File: config.mk
export PLATFORM = sky130hd
export DESIGN_NAME = mem_access_ctrl_flat
export DESIGN_NICKNAME = d
export VERILOG_FILES = /design/src/rtl/mem_access_ctrl_if.sv /design/src/rtl/mem_access_ctrl.sv /design/src/flat_wrapper.sv
export SDC_FILE = /design/constraint.sdc
export NUM_CORES = 1
export LEC_CHECK = 0
export ABC_AREA = 1
export CAP_MARGIN = 10
export CORE_MARGIN = 2
export CORE_UTILIZATION = 30
export CTS_CLUSTER_DIAMETER = 120
export CTS_CLUSTER_SIZE = 16
export DETAILED_ROUTE_END_ITERATION = 12
export SKIP_LAST_GASP = 1
export SYNTH_ARGS = -nofsm -noshare
export SYNTH_HDL_FRONTEND = slang
export SYNTH_SLANG_ARGS = --single-unit
File: constraint.sdc
create_clock -name clock -period 1.2 [get_ports clock]
set_input_delay 0.12 -clock clock [delete_from_list [all_inputs] [get_ports clock]]
set_output_delay 0.12 -clock clock [all_outputs]
set_load 0.01 [all_outputs]
File: src/rtl/mem_access_ctrl_if.sv
// Request/acknowledge data-memory port between the MEM-stage sequencer (master)
// and the data memory (slave).
interface mem_access_ctrl_if #(
    parameter int unsigned DATA_WIDTH = 32,
    parameter int unsigned ADDR_WIDTH = 32
);

    logic                  memReq;
    logic                  memWe;
    logic [ADDR_WIDTH-1:0] memAddr;
    logic [DATA_WIDTH-1:0] memWdata;
    logic                  memAck;
    logic [DATA_WIDTH-1:0] memRdata;

    modport master (
        output memReq,
        output memWe,
        output memAddr,
        output memWdata,
        input  memAck,
        input  memRdata
    );

    modport slave (
        input  memReq,
        input  memWe,
        input  memAddr,
        input  memWdata,
        output memAck,
        output memRdata
    );

endinterface

File: src/rtl/mem_access_ctrl.sv
// MEM-stage access sequencer: issues req/ack memory accesses, stalls upstream until each completes
// and owns the MEM/WB register. Define MEM_TIMEOUT_EN to add an ack watchdog with a sticky memError.
module mem_access_ctrl #(
    parameter int unsigned DATA_WIDTH     = 32,
    parameter int unsigned ADDR_WIDTH     = 32,
    parameter int unsigned REG_ADDR_WIDTH = 5,
    parameter int unsigned TIMEOUT_CYCLES = 16
) (
    input  logic                      clock,
    input  logic                      reset,

    // EX/MEM side
    input  logic                      memReadInput,
    input  logic                      memWriteInput,
    input  logic [1:0]                wbControlInput,
    input  logic [ADDR_WIDTH-1:0]     addressInput,
    input  logic [DATA_WIDTH-1:0]     writeDataInput,
    input  logic [DATA_WIDTH-1:0]     aluResultInput,
    input  logic [REG_ADDR_WIDTH-1:0] writeRegisterInput,

    // Data memory port
    mem_access_ctrl_if.master         mem,

    output logic                      stall,

    // MEM/WB register
    output logic                      regWrite,
    output logic                      memToReg,
    output logic [DATA_WIDTH-1:0]     readDataMemory,
    output logic [DATA_WIDTH-1:0]     aluResult,
    output logic [REG_ADDR_WIDTH-1:0] writeRegister,

    output logic                      memError
);

    typedef enum logic [0:0] {
        StIdle,
        StAccess
    } state_e;

    state_e state_q, state_d;

    logic                      req_q, req_d;
    logic                      we_q, we_d;
    logic [ADDR_WIDTH-1:0]     addr_q, addr_d;
    logic [DATA_WIDTH-1:0]     wdata_q, wdata_d;

    logic                      reg_write_q, reg_write_d;
    logic                      mem_to_reg_q, mem_to_reg_d;
    logic [DATA_WIDTH-1:0]     rdata_q, rdata_d;
    logic [DATA_WIDTH-1:0]     alu_q, alu_d;
    logic [REG_ADDR_WIDTH-1:0] wreg_q, wreg_d;

    logic                      err_q, err_d;
    logic                      op;
    logic                      expire;

    assign op = memReadInput | memWriteInput;

`ifdef MEM_TIMEOUT_EN
    localparam int unsigned CntW = $clog2(TIMEOUT_CYCLES + 1);

    logic [CntW-1:0] cnt_q, cnt_d;

    assign expire = (state_q == StAccess) && !mem.memAck && (cnt_q == CntW'(TIMEOUT_CYCLES));

    // Held at zero in idle so every access starts counting from zero.
    always_comb begin
        cnt_d = cnt_q;
        if (state_q == StIdle) begin
            cnt_d = '0;
        end else if (!mem.memAck && !expire) begin
            cnt_d = cnt_q + 1'b1;
        end
    end

    always_ff @(posedge clock) begin
        if (reset) begin
            cnt_q <= '0;
        end else begin
            cnt_q <= cnt_d;
        end
    end
`else
    assign expire = 1'b0;
`endif

    always_comb begin
        state_d      = state_q;
        req_d        = req_q;
        we_d         = we_q;
        addr_d       = addr_q;
        wdata_d      = wdata_q;
        reg_write_d  = reg_write_q;
        mem_to_reg_d = mem_to_reg_q;
        rdata_d      = rdata_q;
        alu_d        = alu_q;
        wreg_d       = wreg_q;
        err_d        = err_q;
        stall        = 1'b0;

        unique case (state_q)
            StIdle: begin
                if (op) begin
                    // Read+write together is a store.
                    stall        = 1'b1;
                    state_d      = StAccess;
                    req_d        = 1'b1;
                    we_d         = memWriteInput;
                    addr_d       = addressInput;
                    wdata_d      = writeDataInput;
                    reg_write_d  = 1'b0;
                    mem_to_reg_d = 1'b0;
                end else begin
                    reg_write_d  = wbControlInput[1];
                    mem_to_reg_d = wbControlInput[0];
                    alu_d        = aluResultInput;
                    wreg_d       = writeRegisterInput;
                end
            end

            StAccess: begin
                if (mem.memAck) begin
                    state_d      = StIdle;
                    req_d        = 1'b0;
                    we_d         = 1'b0;
                    reg_write_d  = wbControlInput[1];
                    mem_to_reg_d = wbControlInput[0];
                    alu_d        = aluResultInput;
                    wreg_d       = writeRegisterInput;
                    if (!we_q) begin
                        rdata_d = mem.memRdata;
                    end
                end else if (expire) begin
                    // Abandon the access: release the pipeline with a bubble and flag it.
                    state_d      = StIdle;
                    req_d        = 1'b0;
                    we_d         = 1'b0;
                    reg_write_d  = 1'b0;
                    mem_to_reg_d = 1'b0;
                    err_d        = 1'b1;
                end else begin
                    stall        = 1'b1;
                    reg_write_d  = 1'b0;
                    mem_to_reg_d = 1'b0;
                end
            end
        endcase

        // Nothing is in flight across a reset edge, so never hold the front end during reset.
        if (reset) begin
            stall = 1'b0;
        end
    end

    always_ff @(posedge clock) begin
        if (reset) begin
            state_q      <= StIdle;
            req_q        <= 1'b0;
            we_q         <= 1'b0;
            addr_q       <= '0;
            wdata_q      <= '0;
            reg_write_q  <= 1'b0;
            mem_to_reg_q <= 1'b0;
            rdata_q      <= '0;
            alu_q        <= '0;
            wreg_q       <= '0;
            err_q        <= 1'b0;
        end else begin
            state_q      <= state_d;
            req_q        <= req_d;
            we_q         <= we_d;
            addr_q       <= addr_d;
            wdata_q      <= wdata_d;
            reg_write_q  <= reg_write_d;
            mem_to_reg_q <= mem_to_reg_d;
            rdata_q      <= rdata_d;
            alu_q        <= alu_d;
            wreg_q       <= wreg_d;
            err_q        <= err_d;
        end
    end

    assign mem.memReq     = req_q;
    assign mem.memWe      = we_q;
    assign mem.memAddr    = addr_q;
    assign mem.memWdata   = wdata_q;

    assign regWrite       = reg_write_q;
    assign memToReg       = mem_to_reg_q;
    assign readDataMemory = rdata_q;
    assign aluResult      = alu_q;
    assign writeRegister  = wreg_q;

`ifdef MEM_TIMEOUT_EN
    assign memError       = err_q;
`else
    assign memError       = 1'b0;
`endif

endmodule

File: src/flat_wrapper.sv
// flat-port wrapper written by rule: the top's interface ports become plain ports
module mem_access_ctrl_flat 
#(
    parameter int unsigned DATA_WIDTH     = 32,
    parameter int unsigned ADDR_WIDTH     = 32,
    parameter int unsigned REG_ADDR_WIDTH = 5,
    parameter int unsigned TIMEOUT_CYCLES = 16
)
  (clock, reset, memReadInput, memWriteInput, wbControlInput, addressInput, writeDataInput, aluResultInput, writeRegisterInput, stall, regWrite, memToReg, readDataMemory, aluResult, writeRegister, memError, mem_memReq, mem_memWe, mem_memAddr, mem_memWdata, mem_memAck, mem_memRdata);
  mem_access_ctrl_if #(.DATA_WIDTH(DATA_WIDTH), .ADDR_WIDTH(ADDR_WIDTH)) mem_i ();
  input  logic clock;
  input  logic reset;
  input  logic memReadInput;
  input  logic memWriteInput;
  input  logic [1:0] wbControlInput;
  input  logic [ADDR_WIDTH-1:0] addressInput;
  input  logic [DATA_WIDTH-1:0] writeDataInput;
  input  logic [DATA_WIDTH-1:0] aluResultInput;
  input  logic [REG_ADDR_WIDTH-1:0] writeRegisterInput;
  output logic stall;
  output logic regWrite;
  output logic memToReg;
  output logic [DATA_WIDTH-1:0] readDataMemory;
  output logic [DATA_WIDTH-1:0] aluResult;
  output logic [REG_ADDR_WIDTH-1:0] writeRegister;
  output logic memError;
  output wire logic [$bits(mem_i.memReq)-1:0] mem_memReq;
  output wire logic [$bits(mem_i.memWe)-1:0] mem_memWe;
  output wire logic [$bits(mem_i.memAddr)-1:0] mem_memAddr;
  output wire logic [$bits(mem_i.memWdata)-1:0] mem_memWdata;
  input wire logic [$bits(mem_i.memAck)-1:0] mem_memAck;
  input wire logic [$bits(mem_i.memRdata)-1:0] mem_memRdata;
  assign mem_memReq = mem_i.memReq;
  assign mem_memWe = mem_i.memWe;
  assign mem_memAddr = mem_i.memAddr;
  assign mem_memWdata = mem_i.memWdata;
  assign mem_i.memAck = mem_memAck;
  assign mem_i.memRdata = mem_memRdata;
  mem_access_ctrl #(.DATA_WIDTH(DATA_WIDTH), .ADDR_WIDTH(ADDR_WIDTH), .REG_ADDR_WIDTH(REG_ADDR_WIDTH), .TIMEOUT_CYCLES(TIMEOUT_CYCLES)) u_core (.clock(clock), .reset(reset), .memReadInput(memReadInput), .memWriteInput(memWriteInput), .wbControlInput(wbControlInput), .addressInput(addressInput), .writeDataInput(writeDataInput), .aluResultInput(aluResultInput), .writeRegisterInput(writeRegisterInput), .mem(mem_i), .stall(stall), .regWrite(regWrite), .memToReg(memToReg), .readDataMemory(readDataMemory), .aluResult(aluResult), .writeRegister(writeRegister), .memError(memError));
endmodule
After elaboration in Yosys (flattened, before gate mapping)
Index checks and enable logic that the tools add are counted.

word-level totals
  bits of input ports = 140
  output and inout port bits = 139
  register bits after elaboration = 138
  word-level logic and storage cells = 41

cells by class
  bitwise logic cells = 3
  mux-type cells = 21
  reductions and logical operators = 4
  equality and inequality tests = 3

operator list
  cell                  number
  $mux W32              2
  $pmux W32 S2          1
  $mux W1               10
  $mux W5               2
  $pmux W1 S2           5
  $pmux W5 S2           1
  $reduce_and A2 Y1     3
  $ne A2 B2 Y1 const B  2
  $reduce_and A3 Y1     1
  $ne A2 B1 Y1 const B  1
  $not A1 Y1            2
  $or A1 B1 Y1          1

Logic depth before layout (Yosys ltp)
  depth after elaboration = 4
  depth in mapped cells = 8

Least setup slack after synthesis
OpenSTA, ideal clock, no wires.

  kind = register to register
  start point = register u_core.state_q
  end point = register u_core.addr_q[25] (netlist: u_core.mem.memAddr[25])
  slack = 0.129 ns
  stages on the path, launching flop included = 8
  setup time = 0.113 ns
  required time = 1.087 ns
  arrival time = 0.959 ns
  path through = dfxtp_1 > inv_2 > nand2_1 > nand2_1 > buf_4 > buf_4 > nor2_1 > nor2_1

on the way
  cells in the longest elaborated chain, start to end = 2

ends and longest elaborated chain
  item                                line                    text
  start, declared                     mem_access_ctrl.sv:41   state_e state_q, state_d;
  start signal, assigned              mem_access_ctrl.sv:158  state_q <= StIdle;
  start signal, assigned              mem_access_ctrl.sv:170  state_q <= state_d;
  $not A1 Y1                          n/a
  $reduce_and A2 Y1 (no source line)  n/a
  end signal, assigned                mem_access_ctrl.sv:173  addr_q <= addr_d;
  end, declared                       mem_access_ctrl.sv:45   logic [ADDR_WIDTH-1:0] addr_q, addr_d;

Every way passes these cells.
A chain may end at the register's enable or synchronous reset.

Worst setup path after layout
  start point = register u_core.state_q
  end point = output port stall

on the way
  cells in the longest elaborated chain, start to end = 3

ends and longest elaborated chain
  item           line                    text
  $not A1 Y1     n/a
  $pmux W1 S2 *  mem_access_ctrl.sv:102  unique case (state_q)
  $mux W1 *      mem_access_ctrl.sv:151  if (reset) begin
  end, declared  flat_wrapper.sv:20      output logic stall;

Every way passes the cells marked *; elsewhere a longest branch is shown, timed or not.

==> results.md <==
- Status: finished, violations left
- Failing checks: setup timing
- CTS tree: built
- # DRC: 0
- Area Overhead vs Synth: 67.3%
- Unrepaired setup endpoints after global routing: yes
- First-pass GRT wire length: 25,100 µm
- CP Capture Type: output pin
- Die area: approximately 19,000 µm²
- Most frequent cells in the layout: nor2_1 (196), nand2_1 (166), clkdlybuf4s50_1 (139)
- Fin worst setup slack: -0.0880 ns
- Cell Area, Placed: around 8400 µm²
- Fin area: 8900 µm²
- CTS sink cnt: 138
- VDD IR-drop max: between 0.8 and 0.9 mV
- Synthesized area: 5320 µm²
- Final Hold Fails: 0
- Worst-path clk slew: about 0.060 ns
- Clock buffer depth: 2
- Min-delay worst type: input port to flop
- IO Pins: ~280
- Cells along the critical path: inv_2 -> nand2_2 -> nand2_2 -> nor2_2 -> buf_2
- Placed cells: 1,213
- Max-slew violation count: 0
- Critical Path RT: 1.08 ns
- Kind of cell adding the most delay to the critical path: flip-flops
- Most used cell, CP: nand2_2
- Sequential Power Share: 40.6%
- Syn avg cell area: 7.21 µm²
- Fin cells: between 1,000 and 1,500
- Pwr/cell area: about 1400 nW/µm²
- Number of nets in the layout: 1,150
- Wire per inst: 13.2 µm
- Cts bufs inserted: 17
- Hold Buf Count CTS: 0
- Share of layout cells above drive strength 1: 7.63%
- Row count: between 40 and 50
- Post-Synthesis Cells: roughly 740
- Number of global-route vias before repair: between 5,000 and 6,000
- Slowest CP cell: dfxtp_2
- Clock power share: 41.2%
- Antenna viol nets, final: 0
- Synth area leader: dfxtp_1
- Final HPWL DP: 11,600 µm
- CP max stage delay: about 0.34 ns
- Yosys cell types: 17
- Clk_skew: between 0.006 and 0.007 ns
- Warnings from Yosys: 0
- Ant. Diodes: 0
- Path type of the worst setup path: flop to output pin
- Syn_nets: 878
- Worst Setup Start Kind: flop
- Worst skew pair latency: 0.41 ns
- Routed WL: 16,400 µm
- Total negative slack: -0.969 ns
- Final setup viols: 17
- Die Y-Extent: 137 µm
- Yosys top cell area share: 51.9%
- Logic gate share of total power: between 10% and 20%
- Gr usage total: 17.0%
- Maxcap violations: 0
- Buffers added on ports: roughly 280
- Crit path time final: 1.29 ns
- Pre-antenna DRT Iters: 4
- Initial antenna violation count: 0
- H-tree depth: 4
- Crit path DAT: 1.17 ns
- Static leakage: approximately 4.6 nW
- Crit Path Max Fanout: 3
- Commonest non-fill, non-tap cell in the layout: nor2_1
- Via/cell ratio: 4.33
- Achievable Freq: 0.776 GHz
- Pin count of the biggest net entering global routing: 44
- GPL Wtd Cong: 0.774
- CP Buf/Inv Count: 2
- Fin crit share: 107%
- Post-synthesis register bit count: 138
- Core box area: roughly 17,000 µm²
- Int Power: 9.34 mW
- Starting Density: between 30% and 40%
- Area contributors post-synth: dfxtp_1 (52%), nor2_1 (14%), nand2_1 (12%)
- Sequential element share of the synthesized area: 51.9%
- Clk root buf: clkbuf_16
- Routed via count: 5,400
- Sw frac: between 20% and 30%
- GR Overflow Total: 0
- P_sw: 3.34 mW
- Die width: around 140 µm
- Worst slack at placement: -0.376 ns
- DR iter-0 viols: 199
==> final timing paths <==
check | startpoint | endpoint | slack, ns | cells after the start
min reg2reg | u_core.aluResult[8]$_SDFFE_PP0P_ | u_core.aluResult[8]$_SDFFE_PP0P_ | 0.47 | 2
min | wbControlInput[1] | u_core.regWrite$_SDFF_PP0_ | 0.26 | 3
max | u_core.state_q$_DFF_P_ | stall | -0.09 | 5
max reg2reg | u_core.state_q$_DFF_P_ | u_core.mem.memAddr[22]$_SDFFE_PP0P_ | -0.07 | 6
==> tightest hold or removal path: cells and delay by family <==
family        cells  cell delay [ns]
buf+inv           2             0.47
simple gates      1             0.04
==> per-layer routing <==
metal	up-vias	track usage [%]	wire length, µm	part of all wire (%)
met5	-	0	0	0
met4	0	6.01	201	1.2
met3	13	6.93	1720	10
met2	193	27.6	7460	45
met1	2369	20.4	7070	43
li1	2825	-	-	-
==> cell usage after synthesis <==
cell and number:
nor2_1 197, nand2_1 171, dfxtp_1 138, inv_1 66, nand3_1 38, nand4_1 37, o21ai_1 30, buf_2 22
buf_4 12, clkbuf_1 11, buf_6 6, inv_2 3, a21oi_1 2, o21ai_0 2, conb_1 1, nand2_2 1
nor2_2 1
==> cell families (layout without fill, tap and decap cells) <==
logic type	count (synthesis)	count (layout)	share of synthesized area (%)
flip-flops	138	138	51.9
other	1	1	0.0705
buffers and inverters	120	403	10.7
AND/OR/NAND/NOR	445	446	34.1
AO/OA/AOI/OAI	34	34	3.20
==> metrics by stage <==
step / power [mW] / hold WS [ns] / utilization [%]
2_1_floorplan: 6.28 / 0.189 / -
3_3_place_gp: 7.76 / 0.461 / 48.5
3_5_place_dp: 7.77 / 0.465 / 48.5
4_1_cts: 12.8 / 0.240 / 51.3
5_1_grt: 13.3 / 0.254 / 51.5
6_report: 12.7 / 0.262 / 51.5
==> cell type report <==
cell class | instances | area (µm²)
Fill cell | 1762 | 8390
Timing Repair Buffer | 303 | 2980
Sequential cell | 138 | 2770
Multi-Input combinational cell | 481 | 2020
Clock buffer | 19 | 453
Tap cell | 225 | 282
Inverter | 69 | 262
Clock inverter | 12 | 141
==> sequential cells by signal (all words and copies together), names as in the netlist <==
signal,flops
u_core.mem.memWe,1
u_core.readDataMemory,32
u_core.mem.memAddr,32
u_core.mem.memReq,1
u_core.aluResult,32
u_core.mem.memWdata,32
u_core.state_q,1
u_core.regWrite,1
u_core.memToReg,1
u_core.writeRegister,5
==> repair_timing <==
action                     4_1_cts  5_1_grt
setup endpoints to repair      228      151
gates resized for setup        150       33
setup buffers                    1        0
pin swaps                        1        2
cloned                           1        1
==> power by group through the flow <==
stage | Combinational, mW | Sequential [mW] | Clock, mW
after floorplan | 0.857 | 5.43 | 0
after global placement | 2.51 | 5.24 | 0
after detailed placement | 2.51 | 5.26 | 0
after CTS | 2.31 | 5.15 | 5.38
after global routing | 2.56 | 5.19 | 5.56
final | 2.31 | 5.15 | 5.22
No activity file was read; power rests on OpenSTA's default activity.
==> RTL edit 1, RTL diff (config.mk and constraints unchanged) <==
`REG_ADDR_WIDTH` is set to 5 in 2 places; all go to 6.
--- a/src/rtl/mem_access_ctrl.sv
+++ b/src/rtl/mem_access_ctrl.sv
@@ -4,5 +4,5 @@
     parameter int unsigned DATA_WIDTH     = 32,
     parameter int unsigned ADDR_WIDTH     = 32,
-    parameter int unsigned REG_ADDR_WIDTH = 5,
+    parameter int unsigned REG_ADDR_WIDTH = 6,
     parameter int unsigned TIMEOUT_CYCLES = 16
 ) (
--- a/src/flat_wrapper.sv
+++ b/src/flat_wrapper.sv
@@ -4,5 +4,5 @@
     parameter int unsigned DATA_WIDTH     = 32,
     parameter int unsigned ADDR_WIDTH     = 32,
-    parameter int unsigned REG_ADDR_WIDTH = 5,
+    parameter int unsigned REG_ADDR_WIDTH = 6,
     parameter int unsigned TIMEOUT_CYCLES = 16
 )
Interface: changed (resized writeRegister and writeRegisterInput); port bits go from 279 to 281. No check against the original RTL was run, so the function may have changed too.
==> RTL edit 1 against the unedited design <==
The flow still finishes with violations (setup timing); wire length increased by 2.8%; worst setup slack got worse by 0.021 ns; design area increased by 5.6%; power increased by 3.9%; sequential cell count increased by 1; largest cell class unchanged; synthesized cell count increased by 0.68%; critical path type unchanged; area after synthesis increased by 0.16%; core utilization increased by 2.7 points; critical path depth unchanged; die area increased by 0.16%; combinational power increased by 6%.
==> RTL edit 1: results (changes against the unedited design) <==
| Metric | Value |
|---|---|
| Vias/cell | `4.354 (+0.54%)` |
| Gpl congestion | `0.7599 (-1.8%)` |
| Global-route usage over all layers | `17.09% (+0.047 points)` |
| Wire length per cell | `13.38 microns (+1.4%)` |
| Hold depth | `3 (unchanged)` |
| Seq/Total Area, Yosys | `52.22% (+0.29 points)` |
| Synth cell types | `18 (+1)` |
| H-tree levels | `4 (unchanged)` |
| Family with the most delay on the worst path | `flip-flops` |
| Worst Slack Setup Final | `-0.1094 ns (-0.02136 ns)` |
| Endpoints failing setup | `97 (+80)` |
| EDFF count, synth | `0 (unchanged)` |
| Failing checks | `setup timing` |
| Share of post-route cells with drive strength above 1 | `11.74% (+4.1 points)` |
| Number of global-route vias before repair | `4976 (-1.4%)` |
| Final nets | `1168 (+1.6%)` |
| DR pass1 iterations | `4 (unchanged)` |
| Total Neg Setup Slack | `-3.281 ns (-2.311 ns)` |
| Syn_nets | `884 (+0.68%)` |
| Reg2reg path depth | `8 (+2)` |
| Detailed Route Iter0 Violations | `196 (-1.5%)` |
| Synth Flop Type | `dfxtp_1` |
| Hpwl dp | `11.72 mm (+0.67%)` |
| Internal power | `9.785 mW (+4.8%)` |
| Worst-path clk slew | `0.06 ns (about the same)` |
| Largest net degree at the start of global routing | `48 (+9.1%)` |
| Commonest cells in the netlist | `nor2_1 (197), nand2_1 (172), dfxtp_1 (139)` |
| Fin Clk Skew | `0.005431 ns (-0.0008481 ns)` |
| Async set or reset register ratio after synthesis | `0% (unchanged)` |
| YS warnings | `0 (unchanged)` |
| Synth Area in Compound Gates | `3.193% (-0.0053 points)` |
| Ant. Diodes | `0 (unchanged)` |
| Fill cells | `1698 (-3.6%)` |
| Largest stage delay on the critical path | `0.37 ns (+0.03 ns)` |
| Worst ir drop on vdd | `0.0009314 V (+5.6%)` |
| First-pass GRT wire length | `25.02 mm (-0.36%)` |
| Status | `finished with violations` |
| Clock root cell | `clkbuf_16` |
| Leakage Power | `4.714 nW (+1.8%)` |
| Crit path DAT | `1.19 ns (+0.02 ns)` |
| Largest cells by area after synthesis | `dfxtp_1 (52%), nor2_1 (14%), nand2_1 (12%)` |
| PortBufs | `279 (+0.72%)` |
| Slowest stage cell, crit path | `dfxtp_4` |
| CP Max Fanout | `3 (unchanged)` |
==> RTL edit 1: cell types whose count changed after synthesis, moves of 2 or more <==
| cell | unedited run | this run |
|---|---|---|
| o21ai_0 | 2 | 27 |
| inv_1 | 66 | 68 |
| inv_2 | 3 | 1 |
| clkbuf_1 | 11 | 15 |
| buf_4 | 12 | 2 |
| buf_2 | 22 | 24 |
| o21ai_1 | 30 | 5 |
| buf_1 | 0 | 5 |
==> RTL edit 1: worst register-to-register path: cells and delay by family, from the launching register on <==
| family | cells | cell delay [ns] |
|---|---|---|
| buffers and inverters | 4 | 0.46 |
| and+or+nand+nor | 4 | 0.34 |
| DFF | 1 | 0.37 |
==> RTL edit 1: power groups by stage <==
stage          Sequential (mW)  Combinational (mW)  Clock [mW]
2_1_floorplan             5.46               0.830           0
3_3_place_gp              5.28                2.54           0
3_5_place_dp              5.29                2.54           0
4_1_cts                   5.18                2.32        5.67
5_1_grt                   5.23                2.71        5.89
6_report                  5.18                2.46        5.53
==> RTL edit 1: layout make-up <==
cell class	instances	area (sq um)	share of cell area (%)
multi-input cells	483	2267	24.11
repair buffers	317	3181	33.82
clock buffers	19	442.9	4.710
clock inverters	12	172.7	1.836
flip-flops and latches	139	2788	29.64
inverters	69	271.5	2.887
well taps	225	281.5	2.994
==> RTL edit 1: worst paths after layout <==
check                          startpoint                        end  slack (ns)
setup reg to reg           u_core.state_q  u_core.readDataMemory[16]       -0.08
hold reg to reg   u_core.writeRegister[3]    u_core.writeRegister[3]        0.47
setup / recovery           u_core.state_q                      stall       -0.11
hold / removal          wbControlInput[0]            u_core.memToReg        0.23
==> RTL edit 1: metal layers <==
metal  routed length, microns  global-route usage, %
met5                        0                      0
met4                      276                  5.326
met3                     1929                  8.867
met2                     7553                  27.25
met1                     7147                  19.89
==> RTL edit 1: cell families (layout without fill, tap and decap cells) <==
| kind of cell | count (synthesis) | count (layout) |
|---|---|---|
| simple gates | 448 | 448 |
| other cells | 1 | 1 |
| compound gates | 34 | 34 |
| flops | 139 | 139 |
| buf+inv | 121 | 417 |
==> RTL edit 1: timing repair <==
| action | CTS | global route |
|---|---|---|
| cloned | 1 | 5 |
| gates resized for setup | 153 | 133 |
| pin swaps | 2 | 10 |
| endpoints found under the setup margin | 214 | 181 |
| setup buffers | 2 | 0 |
==> RTL edit 1: stage by stage <==
stage               hold WS [ns]  area (sq um)  setup slack [ns]  cells  total power, mW
floorplan                 0.1891          5329            0.1203    743            6.293
global placement          0.4587          8486           -0.4008   1225            7.814
detailed placement        0.4647          8486           -0.3794   1225            7.824
CTS                       0.2093          8996           -0.2358   1259            13.17
global route              0.2118          9404           -0.1813   1264            13.83
finish                    0.2269          9404           -0.1094   1264            13.18
==> RTL edit 2, RTL diff (same settings) <==
Without the edit above. `wdata_q` no longer has a reset.
--- a/src/rtl/mem_access_ctrl.sv
+++ b/src/rtl/mem_access_ctrl.sv
@@ -160,5 +160,4 @@
             we_q         <= 1'b0;
             addr_q       <= '0;
-            wdata_q      <= '0;
             reg_write_q  <= 1'b0;
             mem_to_reg_q <= 1'b0;
@@ -172,5 +171,4 @@
             we_q         <= we_d;
             addr_q       <= addr_d;
-            wdata_q      <= wdata_d;
             reg_write_q  <= reg_write_d;
             mem_to_reg_q <= mem_to_reg_d;
@@ -182,4 +180,8 @@
     end
 
+    always_ff @(posedge clock) begin
+        wdata_q <= wdata_d;
+    end
+
     assign mem.memReq     = req_q;
     assign mem.memWe      = we_q;
Formal check against the unedited RTL: not equivalent (Yosys sat finds a counterexample within 4 cycles, from zero or initial values and one cycle with reset high).
==> RTL edit 2 against the unedited design <==
The run still ends with setup timing left; critical path depth did not move; worst hold slack got worse by 0.026 ns; area after synthesis fell by 4.6%; via count fell by 7.8%; power rose by 5.8%; maximum frequency fell by 0.63%; sequential cell count did not move; non-clock buffer count rose by 20; design area rose by 8.3%; worst setup slack got worse by 0.0082 ns; wire length rose by 7.1%; critical path type unchanged; largest cell class unchanged.
==> RTL edit 2: results (changes against the unedited design) <==
| Metric | Value |
|---|---|
| Largest cells by area after synthesis | `dfxtp_1 (42%), edfxtp_1 (19%), nor2_1 (9.8%)` |
| Detailed Route Iter0 Violations | `213 (+7.0%)` |
| Seq/Total Area, Yosys | `60.76% (+8.8 points)` |
| Met1 Use GR | `21.98% (+1.6 points)` |
| Multi-input gate area | `2116 sq um (+4.5%)` |
| Reg2reg path depth | `5 (-1)` |
| Via count | `4981 (-7.8%)` |
| Endpoints failing setup | `94 (+77)` |
| Final nets | `1012 (-12%)` |
| EDFF count, synth | `32 (+32)` |
| Worst Slack Setup Final | `-0.09625 ns (-0.008216 ns)` |
| Leakage Power | `4.417 nW (-4.6%)` |
| Global-route usage over all layers | `18.92% (+1.9 points)` |
| Worst ir drop on vdd | `0.0008954 V (+1.5%)` |
| Metal3 WL | `1.427 mm (-17%)` |
| Number of global-route vias before repair | `4940 (-2.2%)` |
| Wire length per cell | `15.94 microns (+21%)` |
| Fill cells | `1456 (-17%)` |
| Placed instance area | `8071 sq um (-3.8%)` |
| Status | `finished with violations` |
| Largest net degree at the start of global routing | `51 (+16%)` |
| First-pass GRT wire length | `26.41 mm (+5.2%)` |
| Failing checks | `setup timing` |
| Gpl congestion | `0.8035 (+3.8%)` |
| Hpwl dp | `10.89 mm (-6.4%)` |
| Synth cell types | `20 (+3)` |
[RTL edit 2: changes by cell type after synthesis, moves of 13 or more]
cell	delta
o21ai_0	+28
o21ai_1	-27
edfxtp_1	+32
nor2_1	-65
buf_2	-13
dfxtp_1	-32
inv_1	-31
nand2_1	-65
[RTL edit 2: area by class of cell]
class	instances	area share, %
repair buffers	323	35.21
flip-flops and latches	138	32.01
multi-input cells	354	21.94
clock buffers	17	4.411
well taps	220	2.854
clock inverters	15	1.946
inverters	38	1.635
[RTL edit 2: logic make-up (layout without fill, tap and decap cells)]
family / Yosys count / count (layout) / synth area share (%)
buf+inv: 79 / 393 / 8.237
simple gates: 316 / 317 / 27.37
compound gates: 36 / 36 / 3.551
flops: 138 / 138 / 60.76
other cells: 1 / 1 / 0.07391
[RTL edit 2: report_power, final]
part | switching, mW | total [mW] | internal [mW]
registers | 0.204 | 5.34 | 5.13
clock network | 2.11 | 5.42 | 3.31
logic | 1.22 | 2.66 | 1.44
total | 3.53 | 13.4 | 9.89
[RTL edit 2: per-stage QoR]
step                      TNS [ns]  instances  hold slack [ns]  setup WS, ns
after floorplan                  0        570           0.1891       0.01873
after global placement      -49.84       1045           0.4623       -0.4420
after detailed placement    -52.74       1045           0.4683       -0.5106
after CTS                   -14.98       1112           0.2160       -0.2370
after global routing        -9.613       1105           0.2358       -0.1584
final                       -4.517       1105           0.2356      -0.09625
[RTL edit 2: timing repair]
action | 4_1_cts | 5_1_grt
pin swaps | 21 | 42
endpoints found under the hold margin | 0 | 0
buffers inserted | 20 | 7
gates cloned | 16 | 2
resized for setup | 245 | 219
endpoints found under the setup margin | 268 | 184
[RTL edit 2: worst min-delay path, stage by stage]
cell and delay [ns]:
clkdlybuf4s50_1 0.39, inv_1 0.05, nor2_1 0.04
